--- src/rtl/reset_sequencer.sv ---
// rtl/reset_sequencer.sv - power-on / soft-reset sequencer releasing reset domains in index order
module reset_sequencer #(
    parameter int CNT_WIDTH  = 14,
    parameter int CHANNELS   = 4,
    parameter int STAGE_GAP  = 64,
    parameter int PROG_WIDTH = 8
) (
    input  logic                  CLK,
    input  logic                  resetn_in,
    input  logic                  hold,
    input  logic                  soft_rst,
    output logic [CHANNELS-1:0]   resetn_out,
    output logic                  busy,
    output logic [PROG_WIDTH-1:0] progress,
    output logic [7:0]            restarts
);

    typedef enum logic [1:0] {
        S_WAIT,
        S_COUNT,
        S_STAGE,
        S_RUN
    } state_t;

    localparam logic [CNT_WIDTH-1:0] CNT_MAX  = '1;
    localparam logic [15:0]          GAP_LAST = 16'(STAGE_GAP - 1);
    localparam logic [2:0]           IDX_LAST = 3'(CHANNELS - 1);
    localparam logic [CHANNELS-1:0]  ONE      = CHANNELS'(1);

    state_t               state;
    logic [CNT_WIDTH-1:0] cnt;
    logic [15:0]          gap;
    logic [2:0]           idx;

    // cnt is a register and saturates at max, so progress reads all ones in RUN
    assign progress = cnt[CNT_WIDTH-1 -: PROG_WIDTH];

    always_ff @(posedge CLK or negedge resetn_in) begin
        if (!resetn_in) begin
            state      <= S_WAIT;
            cnt        <= '0;
            gap        <= '0;
            idx        <= '0;
            resetn_out <= '0;
            busy       <= 1'b1;
            restarts   <= '0;
        end else if (hold || soft_rst) begin
            // restart wins over every transition, including a release edge
            if (state == S_RUN && restarts != 8'hFF)
                restarts <= restarts + 8'd1;
            state      <= S_WAIT;
            cnt        <= '0;
            gap        <= '0;
            idx        <= '0;
            resetn_out <= '0;
            busy       <= 1'b1;
        end else begin
            case (state)
                S_WAIT: begin
                    state <= S_COUNT;
                end
                S_COUNT: begin
                    if (cnt == CNT_MAX) begin
                        resetn_out[0] <= 1'b1;
                        gap           <= '0;
                        idx           <= 3'd1;
                        if (CHANNELS == 1) begin
                            state <= S_RUN;
                            busy  <= 1'b0;
                        end else begin
                            state <= S_STAGE;
                        end
                    end else begin
                        cnt <= cnt + CNT_WIDTH'(1);
                    end
                end
                S_STAGE: begin
                    if (gap == GAP_LAST) begin
                        resetn_out <= resetn_out | (ONE << idx);
                        gap        <= '0;
                        idx        <= idx + 3'd1;
                        if (idx == IDX_LAST) begin
                            state <= S_RUN;
                            busy  <= 1'b0;
                        end
                    end else begin
                        gap <= gap + 16'd1;
                    end
                end
                S_RUN: begin
                    state <= S_RUN;
                end
                default: begin
                    state <= S_WAIT;
                end
            endcase
        end
    end

endmodule

--- config.mk ---
export PLATFORM = sky130hd
export DESIGN_NAME = reset_sequencer
export DESIGN_NICKNAME = d
export VERILOG_FILES = /design/src/rtl/reset_sequencer.sv
export SDC_FILE = /design/constraint.sdc
export NUM_CORES = 1
export LEC_CHECK = 0
export CAP_MARGIN = 20
export CORE_ASPECT_RATIO = 0.9
export CORE_MARGIN = 1
export CORE_UTILIZATION = 57
export DETAILED_ROUTE_END_ITERATION = 16
export GPL_TIMING_DRIVEN = 0
export PLACE_DENSITY = 0.79
export SLEW_MARGIN = 20
export SYNTH_ARGS = -nofsm -noshare
export SYNTH_HDL_FRONTEND = slang
export SYNTH_SLANG_ARGS = --single-unit
export TNS_END_PERCENT = 50
--- constraint.sdc ---
create_clock -name CLK -period 2.5 [get_ports CLK]
set_clock_uncertainty 0.05 [all_clocks]
set_input_delay 0.375 -clock CLK [delete_from_list [all_inputs] [get_ports CLK]]
set_output_delay 0.375 -clock CLK [all_outputs]
set_load 0.005 [all_outputs]
==> metrics.txt, run 1 <==
final cell count without fillers 380; H-Tree Level Count 2; worst-path cell chain clkdlybuf4s50_1, nor2_1, nand2_2, nor2_2, a221o_2; crit path DAT 2.40 ns; setup bufs post-CTS 0; Max Slew Vio Count 0; vias per cell 6.29; slowest stage delay, CP 0.60 ns; Detail Route Antenna Nets 0; Leakage 1.37 nW; setup TNS 0 ns; Final #Nets 329; CTS Buffer Depth 2; die width between 70 and 80 um; RSZ-0062 raised after global routing no; top-count cell post-synth dfrtp_1; pwr/cell area 453 nW/um^2; post-route clock period utilization 88.0%; #FFs+latches synth 48; TritonCTS clock tree yes; yosys warns 0; root buffer cell clkbuf_8; DRC violation count after routing 0; share of layout cells above drive strength 1 14.2%; vias in the first global route 2080; hpwl dp 4370 um; Avg Cell Area, Syn 9.81 um^2; Post-Route WL ~6200 um; I/O Pins 25; status complete, no violations; die area between 5000 and 6000 um^2; largest net degree at the start of global routing 29; placed cells 371; initial antenna violation count 0; antenna cell count 0; number of synthesized flops with an enable pin 0; Synth area leader dfrtp_1; worst-margin pin slew 0.750 ns; peak supply drop ~0.0004 V; die height 68.3 um; WS Path Type input pin to register; fin crit period around 2.2 ns; startpoint types input pin; vias post-DR 2389; drt wl/cell 16.3 um; synth top area cells dfrtp_1, ha_1, nand4_1, nand2_1, and4_1; max_cap viols 0; Fmax 455 MHz; row count 23; Area growth syn-to-layout 16.0%; Unique masters post-synth 58; register area share after synthesis about 43%; Synth Cell Area 2790 um^2; top_reg_cell synth dfrtp_1; Mapped Cells around 280; Hold Crit Class register to register; Synth top cells by count dfrtp_1, nand2_1, a21oi_1, nand3_1, nand4_1; post-synthesis async set-or-reset flop share 100%; core area 4580 um^2; total grt overflow 0; Setup crit end kind register; final setup fails 0; worst skew pair latency 0.30 ns; Synth Net Count 296; CP Data Required Time ~2.7 ns; Buffers on Ports 24; crit-path max FO 9; clock sink count 48; Total GRT Usage a little over a quarter; top cell type's share of synthesized area 42.2%; Rel. slew slack 49.8%; TritonRoute pass-1 iters 5; Final Hold Viols 0; DRT iter0 DRCs 284; first-pass GRT wire length just over 10000 um; clock slew at reported path FFs 0.08 ns; GP Congestion 0.869; Num CTS Buffers 5; critical path's slowest cell nor2_1; initial core utilization 60.9%
[state kept, by name (all words and copies together), names as in the netlist]
name and flops:
gap 16, resetn_out 4, restarts 8, busy 1, state 2, idx 3
cnt 14
[routing by layer]
metal	vias to the layer above	track usage (%)	share of wire, %
met5	-	0	0
met1	1149	39.1	48
met3	7	5.45	5.9
met2	84	40.5	45
li1	1149	-	-
met4	0	6.71	0.81
[cells by family after synthesis]
group / Yosys count / share of synthesized area [%]
muxes: 2 / 0.764
xor gates and xnor gates: 7 / 2.20
AOI/OAI and AO/OA: 60 / 15.2
adders and majority gates: 8 / 3.59
and+or+nand+nor: 133 / 29.7
buffers and inverters: 26 / 5.44
DFF: 48 / 43.2
[cell usage in the layout, fill, tap and decap left out, types with 5 or more instances in the layout]
master           netlist  final
o31ai_1                6      6
nand3_1               17     17
or4_1                  5      5
and3_1                11     11
a221o_1                5      5
clkdlybuf4s50_1        0     23
inv_1                  7      7
nor2_1                 9      8
xnor2_1                5      5
clkbuf_8               0      7
and4_1                10     10
a31oi_1                6      6
o21ai_0               10     10
dfrtp_1               47     47
nand2_1               24     24
buf_2                  7      8
a21oi_1               17     17
or3_1                  8      8
nor3_1                 6      6
ha_1                   8      8
buf_4                  8      8
nor4_1                 7      7
nand4_1               15     15
[path summary, 6_finish.rpt]
path / slack, ns / depth (start not counted) / to / from
worst max register to register: 0.38 / 7 / idx[2] / gap[0]
worst min-delay path: 0.44 / 1 / restarts[6] / restarts[6]
min in group asynchronous: 0.51 / 2 / cnt[8] / resetn_in
max in group asynchronous: 1.31 / 3 / busy / resetn_in
worst max-delay path: 0.30 / 5 / gap[5] / soft_rst
worst min register to register: 0.44 / 1 / restarts[6] / restarts[6]
[critical path, delay by kind of cell]
kind	cells	cell delay (ns)
buf+inv	1	0.42
compound gates	1	0.24
simple gates	3	1.36
[where the power goes]
part           leakage [nW]  switching, mW  internal, mW
sequential            0.661         0.0241         0.798
combinational         0.653         0.0670        0.0688
clock                0.0515          0.253         0.253
total                  1.37          0.344          1.12
[through the flow]
step | setup slack (ns) | cell area [um^2] | hold slack (ns) | util (%) | power [mW]
after CTS | 0.110 | 3230 | 0.450 | 70.5 | 1.48
after global placement | -0.341 | 3100 | 0.419 | 67.8 | 0.966
after detailed placement | -0.191 | 3120 | 0.314 | 68.1 | 0.972
final | 0.301 | 3230 | 0.441 | 70.6 | 1.46
after global routing | 0.161 | 3230 | 0.478 | 70.6 | 1.53
after floorplan | 0.590 | 2790 | 0.0294 | - | 0.892
[what timing repair did]
| action | in CTS | in global routing |
|---|---|---|
| setup endpoints to repair | 0 | 1 |
| gates resized for setup | 0 | 1 |
| hold buffers | 1 | 0 |
| endpoints found under the hold margin | 20 | 0 |
[cell type report]
class | count | area (um^2)
well taps | 62 | 77.6
clock buffers | 8 | 100
repair buffers | 26 | 265
fillers | 370 | 1350
multi-input cells | 210 | 1430
flip-flops and latches | 48 | 1200
inverters | 7 | 26.3
plain buffers | 19 | 125
No activity file was read; power rests on OpenSTA's default activity.
==> run 2: changes to the inputs <==
Settings changed: CORE_UTILIZATION 57 to 50, PLACE_DENSITY 0.79 to 0.71.
==> run 2 against run 1 <==
  * Register-to-register slack got worse by 0.12 ns
  * Non-clock buffer count unchanged
  * Cell area increased by 1.2%
  * Sequential cell count unchanged
  * Critical path type is now register to register
  * Largest power group unchanged
  * Die area increased by 14%
  * Critical path depth increased by 1
  * Core utilization decreased by 9.1 points
  * Highest routed layer unchanged
  * Fmax decreased by 1.8%
  * Wire length increased by 3.7%
==> metrics.txt, run 2 (synthesis results as in run 1) <==
status complete, no violations (unchanged); Final Hold Viols 0 (unchanged); startpoint types register (was input pin); die width 80.7 um (was 75.7 um); hold wc startpoint resetn_out[0] (was restarts[6]); DRT iter0 DRCs 197 (was 284); Leakage 1.38 nW (was 1.37 nW); I/O Pins 25 (unchanged); core area 5320 um^2 (was 4580 um^2); Post-Route WL 6420 um (was 6180 um); Setup crit end kind register (unchanged); Hold Crit Class register to register (unchanged); critical path's slowest cell nor2_1 (unchanged); max FFs per register 16 (unchanged); reg-to-reg startpoint gap[0] (unchanged); Pint 1.27 mW (was 1.12 mW); TritonRoute pass-1 iters 5 (unchanged); Buffers on Ports 24 (unchanged); drt wl/cell 16.7 um (was 16.3 um); clock slew at reported path FFs 0.08 ns (about the same); placed cells 376 (was 371); Total GRT Usage 23.7% (was 26.8%); RSZ-0062 raised after global routing no (unchanged); die height 72.8 um (was 68.3 um); crit-path max FO 8 (was 9); slowest stage delay, CP 0.54 ns (was 0.60 ns); Top Family by Delay on Critical Path simple AND/OR/NAND/NOR gates (unchanged); Clock Power Share 40.8% (was 34.6%); TritonCTS clock tree yes (unchanged); Num CTS Buffers 5 (unchanged); WS Path Type register to register (was input pin to register); GP Congestion 0.867 (was 0.869); worst-margin pin slew 0.700 ns (was 0.750 ns); max_cap viols 0 (unchanged); post-layout util 61.5% (was 70.6%); initial core utilization 52.4% (was 60.9%); vias in the first global route 2155 (was 2080); most frequent cells in the layout dfrtp_1, nand2_1, clkdlybuf4s50_1, nand3_1, a21oi_1 (unchanged); crit path DAT 2.44 ns (was 2.40 ns); Buffers & Inverters on Critical Path 1 (unchanged); first-pass GRT wire length 10600 um (was 10300 um); setup bufs post-CTS 0 (unchanged); root buffer cell clkbuf_8 (unchanged); Fmax 446 MHz (was 455 MHz); post-route clock period utilization 89.6% (was 88.0%); CP Launch Point gap[0] (was soft_rst); largest net degree at the start of global routing 33 (was 29); hold_ws 0.444 ns (was 0.441 ns); most common cell after layout, fill and taps aside dfrtp_1 (unchanged); fin crit period 2.24 ns (was 2.20 ns); total grt overflow 0 (unchanged); pwr/cell area 496 nW/um^2 (was 453 nW/um^2); row count 25 (was 23); share of layout cells above drive strength 1 14.2% (unchanged); fill cell count 454 (was 370); Regs by FF count gap: 16 flops, cnt: 14 flops, restarts: 8 flops (unchanged); Pwr Total 1.62 mW (was 1.46 mW); Max Slew Vio Count 0 (unchanged); CP Data Required Time 2.70 ns (about the same); antenna cell count 0 (unchanged); final setup fails 0 (unchanged); sw power 0.357 mW (was 0.344 mW); placed instance area 3120 um^2 (about the same); vias per cell 6.31 (was 6.29); Flop pwr share 50.7% (was 56.2%); H-Tree Level Count 2 (unchanged); worst skew pair latency 0.31 ns (was 0.30 ns); combinational power share 8.4% (was 9.3%); CTS Buffer Depth 2 (unchanged); final cell count without fillers 385 (was 380); clock sink count 48 (unchanged); DRC violation count after routing 0 (unchanged); hpwl dp 4450 um (was 4370 um); Detail Route Antenna Nets 0 (unchanged); largest register by flop count gap (unchanged); vias post-DR 2430 (was 2389); Area growth syn-to-layout 17.4% (was 16.0%); Final #Nets 329 (unchanged); fin area 3270 um^2 (was 3230 um^2); Switching Fraction 22.0% (was 23.5%); die area 5870 um^2 (was 5170 um^2); peak supply drop 0.000402 V (was 0.000409 V); worst-path cell chain ha_1, and4_1, buf_2, and4_4, nor2_1, a221o_2 (was clkdlybuf4s50_1, nor2_1, nand2_2, nor2_2, a221o_2); Rel. slew slack 53.2% (was 49.8%); initial antenna violation count 0 (unchanged)
-- run 2: cell count changes in the layout (fill, tap and decap cells not counted) --
cell / previous run / this run
bufinv_16: 0 / 2
clkbuf_8: 7 / 5
-- run 2: final timing paths --
check / endpoint / slack [ns] / depth (start not counted)
min in group asynchronous: restarts[6] / 0.48 / 2
max: gap[5] / 0.26 / 6
max reg2reg: gap[5] / 0.26 / 6
min: resetn_out[0] / 0.44 / 2
min reg2reg: resetn_out[0] / 0.44 / 2
max in group asynchronous: busy / 1.35 / 3
-- run 2: repair_timing --
action / in CTS / in global routing
endpoints found under the setup margin: 2 / 0
gates resized for setup: 1 / 0
endpoints found under the hold margin: 16 / 0
hold buffers: 1 / 0
-- run 2: layer usage --
metal	vias to the layer above	GRT usage (%)	share of wire [%]
li1	1159	-	-
met2	84	36.2	46
met5	-	0	0
met3	12	4.38	5.0
met4	0	8.13	1.6
met1	1175	34.0	48
-- run 2: cell type report --
class	instances	area [um^2]	area share [%]
clock buffers	6	72.6	2.22
well taps	67	83.8	2.56
multi-input cells	210	1430	43.9
inverters	7	26.3	0.804
plain buffers	19	125	3.83
flip-flops and latches	48	1200	36.8
clock inverters	2	60.1	1.84
repair buffers	26	265	8.11
-- run 2: power groups by stage --
stage	Combinational, mW	Sequential, mW	Clock (mW)
floorplan	0.0567	0.835	0
global placement	0.130	0.838	0
detailed placement	0.136	0.838	0
CTS	0.139	0.823	0.675
global route	0.149	0.827	0.705
finish	0.136	0.823	0.663
-- run 2: tightest hold or removal path, cell delays in order (launching register included) --
cell and delay (ns):
dfrtp_1 0.35, nand2_1 0.06, o41ai_2 0.05
-- run 2: metrics by stage --
stage	setup WS (ns)	setup TNS, ns
6_report	0.260	0
5_1_grt	0.135	0
4_1_cts	0.262	0
3_5_place_dp	-0.324	-2.56
3_3_place_gp	-0.377	-19.87
2_1_floorplan	0.590	0
==> run 3: changes to the inputs <==
Settings changed: HOLD_SLACK_MARGIN set to 0.03, PLACE_DENSITY 0.71 to 0.83, RECOVER_POWER set to 100.
==> run 3 against run 2 <==
  * Sequential power is essentially flat
  * Die area is the same
  * Non-clock buffer count decreased by 1
  * The run now ends with capacitance limit, slew limit left
==> metrics.txt, run 3 (synthesis results as in run 1) <==
hold_buf cts 0 (was 1); max FFs per register 16 (unchanged); Place WS -0.176 ns (was -0.324 ns); Flop pwr share 52.9% (was 50.7%); Pwr Total 1.55 mW (was 1.62 mW); Fmax 448 MHz (was 446 MHz); clock sink count 48 (unchanged); I/O Pins 25 (unchanged); GP Congestion 0.876 (was 0.867); Area growth syn-to-layout 16.3% (was 17.4%); initial core utilization 52.4% (unchanged); Final Hold Viols 0 (unchanged); PnR worst setup slack 0.270 ns (was 0.260 ns); vias in the first global route 2215 (was 2155); antenna cell count 0 (unchanged); root buffer cell clkbuf_8 (unchanged); hold_ws 0.422 ns (was 0.444 ns); failing checks capacitance limit, slew limit; post-layout util 60.9% (was 61.5%); vias per cell 6.33 (was 6.31); worst-margin pin slew 1.65 ns (was 0.700 ns); CP Data Required Time 2.65 ns (was 2.70 ns); worst-path cell chain clkdlybuf4s50_1, or2_2, nor2_1, clkbuf_1, a22oi_1, o32ai_1 (was ha_1, and4_1, buf_2, and4_4, nor2_1, a221o_2); Num CTS Buffers 5 (unchanged); sw power 0.367 mW (was 0.357 mW); row count 25 (unchanged); die width 80.7 um (unchanged); largest net degree at the start of global routing 30 (was 33); Detail Route Antenna Nets 0 (unchanged); clock slew at reported path FFs 0.09 ns (was 0.08 ns); share of layout cells above drive strength 1 12.0% (was 14.2%); post-route clock period utilization 89.2% (was 89.6%); status finished with violations (was complete, no violations); Total GRT Usage 23.4% (was 23.7%); core area 5320 um^2 (unchanged); WS Path Type input pin to register (was register to register); DRC violation count after routing 0 (unchanged); placed cells 376 (unchanged); Max Slew Vio Count 29 (was 0); slowest stage delay, CP 0.43 ns (was 0.54 ns); hpwl dp 4310 um (was 4450 um); Buffers on Ports 24 (unchanged); setup bufs post-CTS 0 (unchanged); worst r2r dst gap[5] (unchanged); H-Tree Level Count 2 (unchanged); Regs by FF count gap: 16 flops, cnt: 14 flops, restarts: 8 flops (unchanged); R2R cell count 7 (was 6); Final #Nets 328 (was 329); first-pass GRT wire length 10600 um (about the same); Post-Route WL 6170 um (was 6420 um); DRT iter0 DRCs 164 (was 197); die area 5870 um^2 (unchanged); reg-to-reg startpoint cnt[0] (was gap[0]); peak supply drop 0.000395 V (was 0.000402 V); vias post-DR 2432 (was 2430); Rel. slew slack -9.86% (was 53.2%); combinational power share 8.3% (was 8.4%); final cell count without fillers 384 (was 385); TritonCTS clock tree yes (unchanged); Leakage 1.40 nW (was 1.38 nW); critical path's slowest cell clkdlybuf4s50_1 (was nor2_1); Top Family by Delay on Critical Path buffers and inverters (was simple AND/OR/NAND/NOR gates); Clock Power Share 38.8% (was 40.8%); most frequent cells in the layout dfrtp_1, nand2_1, dlygate4sd3_1, nand3_1, a21oi_1 (was dfrtp_1, nand2_1, clkdlybuf4s50_1, nand3_1, a21oi_1); pwr/cell area 479 nW/um^2 (was 496 nW/um^2); Switching Fraction 23.6% (was 22.0%); final setup fails 0 (unchanged); largest register by flop count gap (unchanged); fin area 3240 um^2 (was 3270 um^2); crit path DAT 2.38 ns (was 2.44 ns); Pint 1.19 mW (was 1.27 mW); most common cell after layout, fill and taps aside dfrtp_1 (unchanged); drt wl/cell 16.1 um (was 16.7 um); worst skew pair latency 0.31 ns (about the same); Hold Crit Class input pin to async pin (was register to register); Setup crit end kind register (unchanged); TritonRoute pass-1 iters 5 (unchanged); CTS Buffer Depth 2 (unchanged); startpoint types input pin (was register); initial antenna violation count 0 (unchanged); crit-path max FO 10 (was 8); R2R Setup Slk 0.28 ns (was 0.26 ns); Buffers & Inverters on Critical Path 2 (was 1); fin crit period 2.23 ns (was 2.24 ns); die height 72.8 um (unchanged); setup TNS 0 ns (unchanged); RSZ-0062 raised after global routing no (unchanged); max_cap viols 1 (was 0); placed instance area 3130 um^2 (was 3120 um^2); total grt overflow 0 (unchanged)
run 3: cell types whose count changed in the layout (fill, tap and decap cells not counted), sizes merged:
cell	change
clkinv	+1
clkdlybuf4s50	-18
bufinv	-1
buf	-7
dlygate4sd3	+17
clkbuf	+7
run 3: layout make-up:
| cell class | instances | area (um^2) |
|---|---|---|
| Clock buffer | 6 | 82.6 |
| Timing Repair Buffer | 25 | 262 |
| Clock inverter | 2 | 38.8 |
| Tap cell | 67 | 83.8 |
| Multi-Input combinational cell | 210 | 1420 |
| Buffer | 19 | 120 |
| Inverter | 7 | 26.3 |
| Fill cell | 451 | 2080 |
| Sequential cell | 48 | 1200 |
run 3: how the worst max path moves through the flow:
stage / start / end / slack (ns) / cells past startpoint
after floorplan: gap[0] / gap[7] / 0.59 / 7
after CTS: soft_rst / gap[5] / 0.14 / 5
after global routing: soft_rst / idx[2] / 0.13 / 6
final: soft_rst / idx[2] / 0.27 / 6
after detailed placement: soft_rst / gap[5] / -0.18 / 5
after global placement: resetn_in / gap[10] / -0.34 / 1
run 3: what timing repair did:
item                                    4_1_cts  5_1_grt
endpoints found under the setup margin        0        2
endpoints found under the hold margin         0        0
gates resized for setup                       0        1
run 3: layer usage:
| metal | GRT usage [%] | part of all wire, % |
|---|---|---|
| met3 | 4.75 | 6.4 |
| met4 | 7.54 | 1.1 |
| met2 | 35.6 | 46 |
| met5 | 0 | 0 |
| met1 | 33.5 | 47 |
run 3: power groups by stage:
| stage | Combinational [mW] | Sequential, mW | Clock [mW] |
|---|---|---|---|
| final | 0.128 | 0.821 | 0.603 |
| after global routing | 0.142 | 0.825 | 0.637 |
| after CTS | 0.138 | 0.822 | 0.614 |
| after detailed placement | 0.138 | 0.837 | 0 |
| after global placement | 0.128 | 0.836 | 0 |
| after floorplan | 0.0567 | 0.835 | 0 |
